`config.mk`:
```
export PLATFORM = sky130hd
export DESIGN_NAME = obi_credit_adapter_flat
export DESIGN_NICKNAME = d
export VERILOG_FILES = /design/src/rtl/obi_credit_adapter_if.sv /design/src/rtl/obi_credit_adapter.sv /design/src/flat_wrapper.sv
export SDC_FILE = /design/constraint.sdc
export NUM_CORES = 1
export LEC_CHECK = 0
export CAP_MARGIN = 20
export CORE_ASPECT_RATIO = 1.5
export CORE_UTILIZATION = 25
export DETAILED_ROUTE_END_ITERATION = 10
export GPL_TIMING_DRIVEN = 0
export PLACE_DENSITY = 0.49
export SLEW_MARGIN = 15
export SYNTH_ARGS = -nofsm -noshare
export SYNTH_HDL_FRONTEND = slang
export SYNTH_SLANG_ARGS = --single-unit
```
`constraint.sdc`:
```
create_clock -name clk -period 3.7 [get_ports clk]
set_input_delay 0.555 -clock clk [delete_from_list [all_inputs] [get_ports clk]]
set_output_delay 0.555 -clock clk [all_outputs]
set_load 0.005 [all_outputs]
```
`src/rtl/obi_credit_adapter_if.sv`:
```
// OBI 1.x A/R channel bundle between a host adapter (master) and a memory-side agent (slave).
interface obi_credit_adapter_if #(
  parameter int unsigned ADDR_WIDTH = 32,
  parameter int unsigned DATA_WIDTH = 32,
  parameter int unsigned ATOP_WIDTH = 6
);
  logic                      req;
  logic                      gnt;
  logic [ADDR_WIDTH-1:0]     addr;
  logic                      we;
  logic [DATA_WIDTH/8-1:0]   be;
  logic [DATA_WIDTH-1:0]     wdata;
  logic [ATOP_WIDTH-1:0]     atop;
  logic [DATA_WIDTH-1:0]     rdata;
  logic                      rvalid;
  logic                      err;

  modport master (
    output req, addr, we, be, wdata, atop,
    input  gnt, rdata, rvalid, err
  );

  modport slave (
    input  req, addr, we, be, wdata, atop,
    output gnt, rdata, rvalid, err
  );
endinterface

```
`src/rtl/obi_credit_adapter.sv`:
```
// OBI host adapter: credit-limited A-channel (held stable until grant), zero-latency
// fall-through response FIFO so resp_ready_i back-pressure never drops a response.
module obi_credit_adapter #(
  parameter int unsigned ADDR_WIDTH      = 32,
  parameter int unsigned DATA_WIDTH      = 32,
  parameter int unsigned ATOP_WIDTH      = 6,
  parameter int unsigned MAX_OUTSTANDING = 2,
  parameter bit          TRANS_STABLE    = 1'b0,
  localparam int unsigned BE_WIDTH       = DATA_WIDTH / 8,
  localparam int unsigned CNT_WIDTH      = $clog2(MAX_OUTSTANDING + 1)
) (
  input  logic                  clk,
  input  logic                  rst_n,

  input  logic                  trans_valid_i,
  output logic                  trans_ready_o,
  input  logic [ADDR_WIDTH-1:0] trans_addr_i,
  input  logic                  trans_we_i,
  input  logic [BE_WIDTH-1:0]   trans_be_i,
  input  logic [DATA_WIDTH-1:0] trans_wdata_i,
  input  logic [ATOP_WIDTH-1:0] trans_atop_i,

  output logic                  resp_valid_o,
  input  logic                  resp_ready_i,
  output logic [DATA_WIDTH-1:0] resp_rdata_o,
  output logic                  resp_err_o,

  obi_credit_adapter_if.master  obi,

  output logic [CNT_WIDTH-1:0]  outstanding_o,
  output logic                  idle_o
);

  localparam int unsigned PTR_WIDTH = (MAX_OUTSTANDING > 1) ? $clog2(MAX_OUTSTANDING) : 1;
  localparam logic [CNT_WIDTH-1:0] CNT_MAX  = CNT_WIDTH'(MAX_OUTSTANDING);
  localparam logic [PTR_WIDTH-1:0] PTR_LAST = PTR_WIDTH'(MAX_OUTSTANDING - 1);

  typedef struct packed {
    logic                  err;
    logic [DATA_WIDTH-1:0] rdata;
  } resp_t;

  logic                  obi_req;
  logic [ADDR_WIDTH-1:0] obi_addr;
  logic                  obi_we;
  logic [BE_WIDTH-1:0]   obi_be;
  logic [DATA_WIDTH-1:0] obi_wdata;
  logic [ATOP_WIDTH-1:0] obi_atop;
  logic                  transparent;

  logic [CNT_WIDTH-1:0]  cnt_q, cnt_d;
  logic                  credit_ok;
  logic                  grant;
  logic                  pop;

  assign credit_ok = (cnt_q < CNT_MAX);
  assign grant     = obi_req & obi.gnt;
  assign pop       = resp_valid_o & resp_ready_i;

  always_comb begin
    cnt_d = cnt_q;
    case ({grant, pop})
      2'b10:   cnt_d = cnt_q + CNT_WIDTH'(1);
      2'b01:   cnt_d = cnt_q - CNT_WIDTH'(1);
      default: cnt_d = cnt_q;
    endcase
  end

  always_ff @(posedge clk or negedge rst_n) begin
    if (!rst_n) begin
      cnt_q <= '0;
    end else begin
      cnt_q <= cnt_d;
    end
  end

  // ---------------------------------------------------------------- A-channel
  if (!TRANS_STABLE) begin : g_fsm
    typedef enum logic {TRANSPARENT, REGISTERED} state_e;

    state_e                state_q, state_d;
    logic [ADDR_WIDTH-1:0] addr_q, addr_d;
    logic                  we_q, we_d;
    logic [BE_WIDTH-1:0]   be_q, be_d;
    logic [DATA_WIDTH-1:0] wdata_q, wdata_d;
    logic [ATOP_WIDTH-1:0] atop_q, atop_d;

    always_ff @(posedge clk or negedge rst_n) begin
      if (!rst_n) begin
        state_q <= TRANSPARENT;
        addr_q  <= '0;
        we_q    <= 1'b0;
        be_q    <= '0;
        wdata_q <= '0;
        atop_q  <= '0;
      end else begin
        state_q <= state_d;
        addr_q  <= addr_d;
        we_q    <= we_d;
        be_q    <= be_d;
        wdata_q <= wdata_d;
        atop_q  <= atop_d;
      end
    end

    always_comb begin
      state_d       = state_q;
      addr_d        = addr_q;
      we_d          = we_q;
      be_d          = be_q;
      wdata_d       = wdata_q;
      atop_d        = atop_q;
      obi_req       = 1'b0;
      obi_addr      = trans_addr_i;
      obi_we        = trans_we_i;
      obi_be        = trans_be_i;
      obi_wdata     = trans_wdata_i;
      obi_atop      = trans_atop_i;
      trans_ready_o = 1'b0;
      unique case (state_q)
        TRANSPARENT: begin
          obi_req       = trans_valid_i & credit_ok;
          trans_ready_o = credit_ok;
          // The upstream may move on once accepted, so an ungranted request is latched.
          if (obi_req && !obi.gnt) begin
            state_d = REGISTERED;
            addr_d  = trans_addr_i;
            we_d    = trans_we_i;
            be_d    = trans_be_i;
            wdata_d = trans_wdata_i;
            atop_d  = trans_atop_i;
          end
        end
        REGISTERED: begin
          obi_req   = 1'b1;
          obi_addr  = addr_q;
          obi_we    = we_q;
          obi_be    = be_q;
          obi_wdata = wdata_q;
          obi_atop  = atop_q;
          if (obi.gnt) begin
            state_d = TRANSPARENT;
          end
        end
        default: begin
          state_d = TRANSPARENT;
        end
      endcase
    end

    assign transparent = (state_q == TRANSPARENT);
  end else begin : g_pass
    assign obi_req       = trans_valid_i & credit_ok;
    assign obi_addr      = trans_addr_i;
    assign obi_we        = trans_we_i;
    assign obi_be        = trans_be_i;
    assign obi_wdata     = trans_wdata_i;
    assign obi_atop      = trans_atop_i;
    assign trans_ready_o = obi.gnt & credit_ok;
    assign transparent   = 1'b1;
  end

  assign obi.req   = obi_req;
  assign obi.addr  = obi_addr;
  assign obi.we    = obi_we;
  assign obi.be    = obi_be;
  assign obi.wdata = obi_wdata;
  assign obi.atop  = obi_atop;

  // ---------------------------------------------------------------- R-channel
  resp_t                 mem_q [MAX_OUTSTANDING];
  logic [PTR_WIDTH-1:0]  rptr_q, wptr_q;
  logic [CNT_WIDTH-1:0]  fcnt_q;
  logic                  fifo_empty;
  logic                  fifo_full;
  logic                  rsp_ok;
  logic                  fifo_push;
  logic                  fifo_pop;
  resp_t                 rsp_in;
  resp_t                 rsp_out;

  assign fifo_empty = (fcnt_q == '0);
  assign fifo_full  = (fcnt_q == CNT_MAX);
  // A beat with nothing granted is a protocol violation and is dropped.
  assign rsp_ok     = obi.rvalid & ((cnt_q != '0) | grant);
  assign rsp_in     = '{err: obi.err, rdata: obi.rdata};
  assign rsp_out    = fifo_empty ? rsp_in : mem_q[rptr_q];

  assign resp_valid_o = ~fifo_empty | rsp_ok;
  assign resp_rdata_o = rsp_out.rdata;
  assign resp_err_o   = rsp_out.err;

  assign fifo_push = rsp_ok & ~(fifo_empty & resp_ready_i);
  assign fifo_pop  = ~fifo_empty & resp_ready_i;

  always_ff @(posedge clk) begin
    if (fifo_push) begin
      mem_q[wptr_q] <= rsp_in;
    end
  end

  always_ff @(posedge clk or negedge rst_n) begin
    if (!rst_n) begin
      rptr_q <= '0;
      wptr_q <= '0;
      fcnt_q <= '0;
    end else begin
      if (fifo_push) begin
        wptr_q <= (wptr_q == PTR_LAST) ? '0 : wptr_q + PTR_WIDTH'(1);
      end
      if (fifo_pop) begin
        rptr_q <= (rptr_q == PTR_LAST) ? '0 : rptr_q + PTR_WIDTH'(1);
      end
      case ({fifo_push, fifo_pop})
        2'b10:   fcnt_q <= fcnt_q + CNT_WIDTH'(1);
        2'b01:   fcnt_q <= fcnt_q - CNT_WIDTH'(1);
        default: fcnt_q <= fcnt_q;
      endcase
    end
  end

  assign outstanding_o = cnt_q;
  assign idle_o        = (cnt_q == '0) & transparent;

`ifndef SYNTHESIS
  a_addr_stable: assert property (@(posedge clk) disable iff (!rst_n)
    (obi_req && !obi.gnt) |=> ($stable(obi_addr) && $stable(obi_we) && $stable(obi_be)
                               && $stable(obi_wdata) && $stable(obi_atop)));
  a_cnt_bound:   assert property (@(posedge clk) disable iff (!rst_n) cnt_q <= CNT_MAX);
  a_no_overflow: assert property (@(posedge clk) disable iff (!rst_n) !(fifo_push && fifo_full));
  a_no_stray_r:  assert property (@(posedge clk) disable iff (!rst_n)
    !(obi.rvalid && (cnt_q == '0) && !grant));
`endif

endmodule

```
`src/flat_wrapper.sv`:
```
// flat-port wrapper written by rule: the top's interface ports become plain ports
module obi_credit_adapter_flat 
#(
  parameter int unsigned ADDR_WIDTH      = 32,
  parameter int unsigned DATA_WIDTH      = 32,
  parameter int unsigned ATOP_WIDTH      = 6,
  parameter int unsigned MAX_OUTSTANDING = 2,
  parameter bit          TRANS_STABLE    = 1'b0,
  localparam int unsigned BE_WIDTH       = DATA_WIDTH / 8,
  localparam int unsigned CNT_WIDTH      = $clog2(MAX_OUTSTANDING + 1)
)
  (clk, rst_n, trans_valid_i, trans_ready_o, trans_addr_i, trans_we_i, trans_be_i, trans_wdata_i, trans_atop_i, resp_valid_o, resp_ready_i, resp_rdata_o, resp_err_o, outstanding_o, idle_o, obi_req, obi_addr, obi_we, obi_be, obi_wdata, obi_atop, obi_gnt, obi_rdata, obi_rvalid, obi_err);
  obi_credit_adapter_if #(.ADDR_WIDTH(ADDR_WIDTH), .DATA_WIDTH(DATA_WIDTH), .ATOP_WIDTH(ATOP_WIDTH)) obi_i ();
  input  logic clk;
  input  logic rst_n;
  input  logic trans_valid_i;
  output logic trans_ready_o;
  input  logic [ADDR_WIDTH-1:0] trans_addr_i;
  input  logic trans_we_i;
  input  logic [BE_WIDTH-1:0] trans_be_i;
  input  logic [DATA_WIDTH-1:0] trans_wdata_i;
  input  logic [ATOP_WIDTH-1:0] trans_atop_i;
  output logic resp_valid_o;
  input  logic resp_ready_i;
  output logic [DATA_WIDTH-1:0] resp_rdata_o;
  output logic resp_err_o;
  output logic [CNT_WIDTH-1:0] outstanding_o;
  output logic idle_o;
  output wire logic [$bits(obi_i.req)-1:0] obi_req;
  output wire logic [$bits(obi_i.addr)-1:0] obi_addr;
  output wire logic [$bits(obi_i.we)-1:0] obi_we;
  output wire logic [$bits(obi_i.be)-1:0] obi_be;
  output wire logic [$bits(obi_i.wdata)-1:0] obi_wdata;
  output wire logic [$bits(obi_i.atop)-1:0] obi_atop;
  input wire logic [$bits(obi_i.gnt)-1:0] obi_gnt;
  input wire logic [$bits(obi_i.rdata)-1:0] obi_rdata;
  input wire logic [$bits(obi_i.rvalid)-1:0] obi_rvalid;
  input wire logic [$bits(obi_i.err)-1:0] obi_err;
  assign obi_req = obi_i.req;
  assign obi_addr = obi_i.addr;
  assign obi_we = obi_i.we;
  assign obi_be = obi_i.be;
  assign obi_wdata = obi_i.wdata;
  assign obi_atop = obi_i.atop;
  assign obi_i.gnt = obi_gnt;
  assign obi_i.rdata = obi_rdata;
  assign obi_i.rvalid = obi_rvalid;
  assign obi_i.err = obi_err;
  obi_credit_adapter #(.ADDR_WIDTH(ADDR_WIDTH), .DATA_WIDTH(DATA_WIDTH), .ATOP_WIDTH(ATOP_WIDTH), .MAX_OUTSTANDING(MAX_OUTSTANDING), .TRANS_STABLE(TRANS_STABLE)) u_core (.clk(clk), .rst_n(rst_n), .trans_valid_i(trans_valid_i), .trans_ready_o(trans_ready_o), .trans_addr_i(trans_addr_i), .trans_we_i(trans_we_i), .trans_be_i(trans_be_i), .trans_wdata_i(trans_wdata_i), .trans_atop_i(trans_atop_i), .resp_valid_o(resp_valid_o), .resp_ready_i(resp_ready_i), .resp_rdata_o(resp_rdata_o), .resp_err_o(resp_err_o), .obi(obi_i), .outstanding_o(outstanding_o), .idle_o(idle_o));
endmodule
```
==> flow_summary.json <==
{
  "vdd_drop_max_mv": 0.340,
  "grt_max_degree": 55,
  "die_x_um": 136,
  "grt_pass1_wl_mm": 27.5,
  "cts_buffer_depth": 2,
  "yosys_warnings": 0,
  "grt_use_total_pct": 13.1,
  "period_share_pct": 85.0,
  "p_leak_nw": 3.86,
  "synth.cell_area_um2": 6740,
  "swShare_pct": 29.6,
  "wirelength_mm": 17.7,
  "synth_area_per_cell_um2": 14.8,
  "drtIter0Drc": 152,
  "maxCapViolations": 0,
  "n_antenna_cell": 0,
  "status": "completed",
  "pwr-share-clk_pct": 22.6,
  "ff2ff_setup_slack_ns": 1.63,
  "vias_per_cell": 4.40,
  "timing.rr.start": "u_core.fcnt_q[0]$_DFFE_PN0P_",
  "die_y_um": 203,
  "initial_core_util_pct": 25.5,
  "mostFrequentLayoutCells": "226 x clkdlybuf4s50_1, 100 x mux2_2, 82 x dfrtp_1, 66 x edfxtp_1, 50 x mux2_1",
  "timing.fmax_ghz": 0.318,
  "cp-start-kind": "flip-flop",
  "synthToLayoutAreaGrowth_pct": 49.6,
  "drive_gt1_share_pct": 22.8,
  "grt_pass1_vias": 5053,
  "cts_hold_buf": 0,
  "rsz0062_at_grt": "false",
  "synth_cells": 456,
  "core_region_area_um2": 26500,
  "cp.arrival_ns": 2.59,
  "ant_nets": 0,
  "gp_congestion": 0.733,
  "stdcell_count": 1055,
  "drc": 0,
  "place_area_um2": 9530,
  "dieArea_um2": 27700,
  "rows": 73,
  "switching_power_mw": 2.13,
  "worstMarginPinSlew_ns": 0.614,
  "ys_ff_latch": 148,
  "cts_max_level": 4,
  "crit_path_max_fanout": 10,
  "place_inst": 1023,
  "finClkSkew_ns": 0.0106,
  "syn-num-nets": 572,
  "slew-limit-headroom_pct": 59.0,
  "grt_overflow_total": 0,
  "io_pins": 228,
  "r2r-end": "u_core.outstanding_o[1]$_DFFE_PN0P_",
  "cp.required_ns": 3.14,
  "postCtsSetupBuffers": 0,
  "path_clk_slew_ns": 0.07,
  "endpoint": "resp_rdata_o[22]",
  "finalPower_mw": 7.18,
  "antenna_found_initial": 0,
  "drv_slew": 0,
  "wl_per_cell_um": 16.8,
  "critPathKind": "flip-flop to primary output",
  "hpwl_mm": 13.4,
  "p_seq_share_pct": 36.8,
  "cp-end-kind": "primary output",
  "numPortBuffers": 227,
  "final_util_pct": 38.1,
  "clock_latency_ns": 0.43,
  "dr.pass1.iters": 4,
  "final_common_cell": "clkdlybuf4s50_1",
  "final_nets": 821,
  "finalInstanceArea_um2": 10100,
  "startpoint": "u_core.fcnt_q[0]$_DFFE_PN0P_",
  "hold_violations": 0,
  "p_comb_share_pct": 40.6,
  "seq_area_frac_synth_pct": 59.8,
  "synthDistinctLibCells": 27,
  "cts_made_buffers": 17,
  "ff2ff_path_depth": 6,
  "p_per_area_nw_per_um2": 712,
  "ctsResizeCount": 0,
  "hold_class": "input pin to async pin",
  "cts-root-buf": "clkbuf_16",
  "vias": 4639,
  "clock-sinks": 148,
  "setup_viol": 0,
  "post-route-min-period_ns": 3.15,
  "p_int_mw": 5.05,
  "cts_tree": "built"
}
[critical path, stage by stage, from the launching register on]
cell             delay [ns]
dfrtp_1                0.42
nor2_1                 0.27
buf_2                  0.28
clkbuf_1               0.43
nand2_1                0.09
o21ai_0                0.11
clkdlybuf4s50_1        0.56
[cell families after synthesis]
group	Yosys count	share of synthesized area, %
and+or+nand+nor	47	3.12
muxes	183	29.9
adders and majority gates	2	0.371
xor gates and xnor gates	8	1.04
AOI/OAI and AO/OA	38	3.14
buffers and inverters	30	2.58
DFF	148	59.8
[through the flow]
step	TNS, ns	setup slack (ns)	hold WS (ns)
after floorplan	0	0.968	0.259
after global placement	-127.11	-1.12	0.463
after detailed placement	0	0.946	0.473
after CTS	0	0.458	0.0518
after global routing	0	0.264	0.0766
final	0	0.555	0.0575
[cells in the mapped netlist (all sizes together)]
cell type    n  share of area (%)
o21a         1               0.11
a21o         1               0.11
xnor2        6               0.78
or3b         1               0.13
a21boi       1               0.11
or2          1              0.093
nor3         1              0.074
and2         1              0.093
inv          2               0.11
mux2       150                 25
mux2i       33                4.9
ha           2               0.37
o311ai       1               0.24
dfrtp       82                 30
o31ai        1               0.11
edfxtp      66                 29
nor4b        1               0.35
nand2       35                1.9
clkbuf       6               0.33
xor2         2               0.26
buf         22                2.1
nor2         6               0.33
nor2b        1              0.093
o21ai       33                2.4
[power groups by stage]
stage                     Sequential, mW  Clock (mW)  Combinational [mW]
after floorplan                     2.59           0                1.45
final                               2.65        1.62                2.91
after global routing                2.72        1.75                3.19
after CTS                           2.65        1.68                2.98
after global placement              2.66           0                2.86
after detailed placement            2.68           0                2.97
[layout make-up]
cell class	count	area [um^2]
fillers	2534	16400
clock inverters	10	68.8
well taps	337	422
flip-flops and latches	148	4030
multi-input cells	278	2550
repair buffers	230	2350
clock buffers	22	488
inverters	2	7.51
plain buffers	28	166
[registers in the layout (all words and copies together), names as in the netlist]
| register | flops |
|---|---|
| u_core.outstanding_o | 2 |
| u_core.wptr_q | 1 |
| u_core.rptr_q | 1 |
| u_core.g_fsm.be_q | 4 |
| u_core.fcnt_q | 2 |
| u_core.g_fsm.we_q | 1 |
| u_core.g_fsm.addr_q | 32 |
| u_core.mem_q | 66 |
| u_core.g_fsm.atop_q | 6 |
| u_core.g_fsm.state_q | 1 |
| u_core.g_fsm.wdata_q | 32 |
[worst min-delay path by stage]
stage | end | slack (ns) | cells past startpoint
floorplan | u_core.fcnt_q[0]$_DFFE_PN0P_ | 0.26 | 0
global placement | u_core.g_fsm.atop_q[0]$_DFFE_PN0P_ | 0.46 | 1
detailed placement | u_core.g_fsm.addr_q[17]$_DFFE_PN0P_ | 0.47 | 1
CTS | u_core.g_fsm.addr_q[16]$_DFFE_PN0P_ | 0.05 | 1
global route | u_core.g_fsm.addr_q[16]$_DFFE_PN0P_ | 0.08 | 1
finish | u_core.g_fsm.addr_q[16]$_DFFE_PN0P_ | 0.06 | 1
[routing by layer]
layer,up-vias,global-route usage [%],wire length [um]
li1,2168,-,-
met1,2267,14.3,6990
met2,179,22.8,9020
met3,25,4.10,1320
met4,0,6.07,401
met5,-,0,0
(Power assumes the default switching activity.)
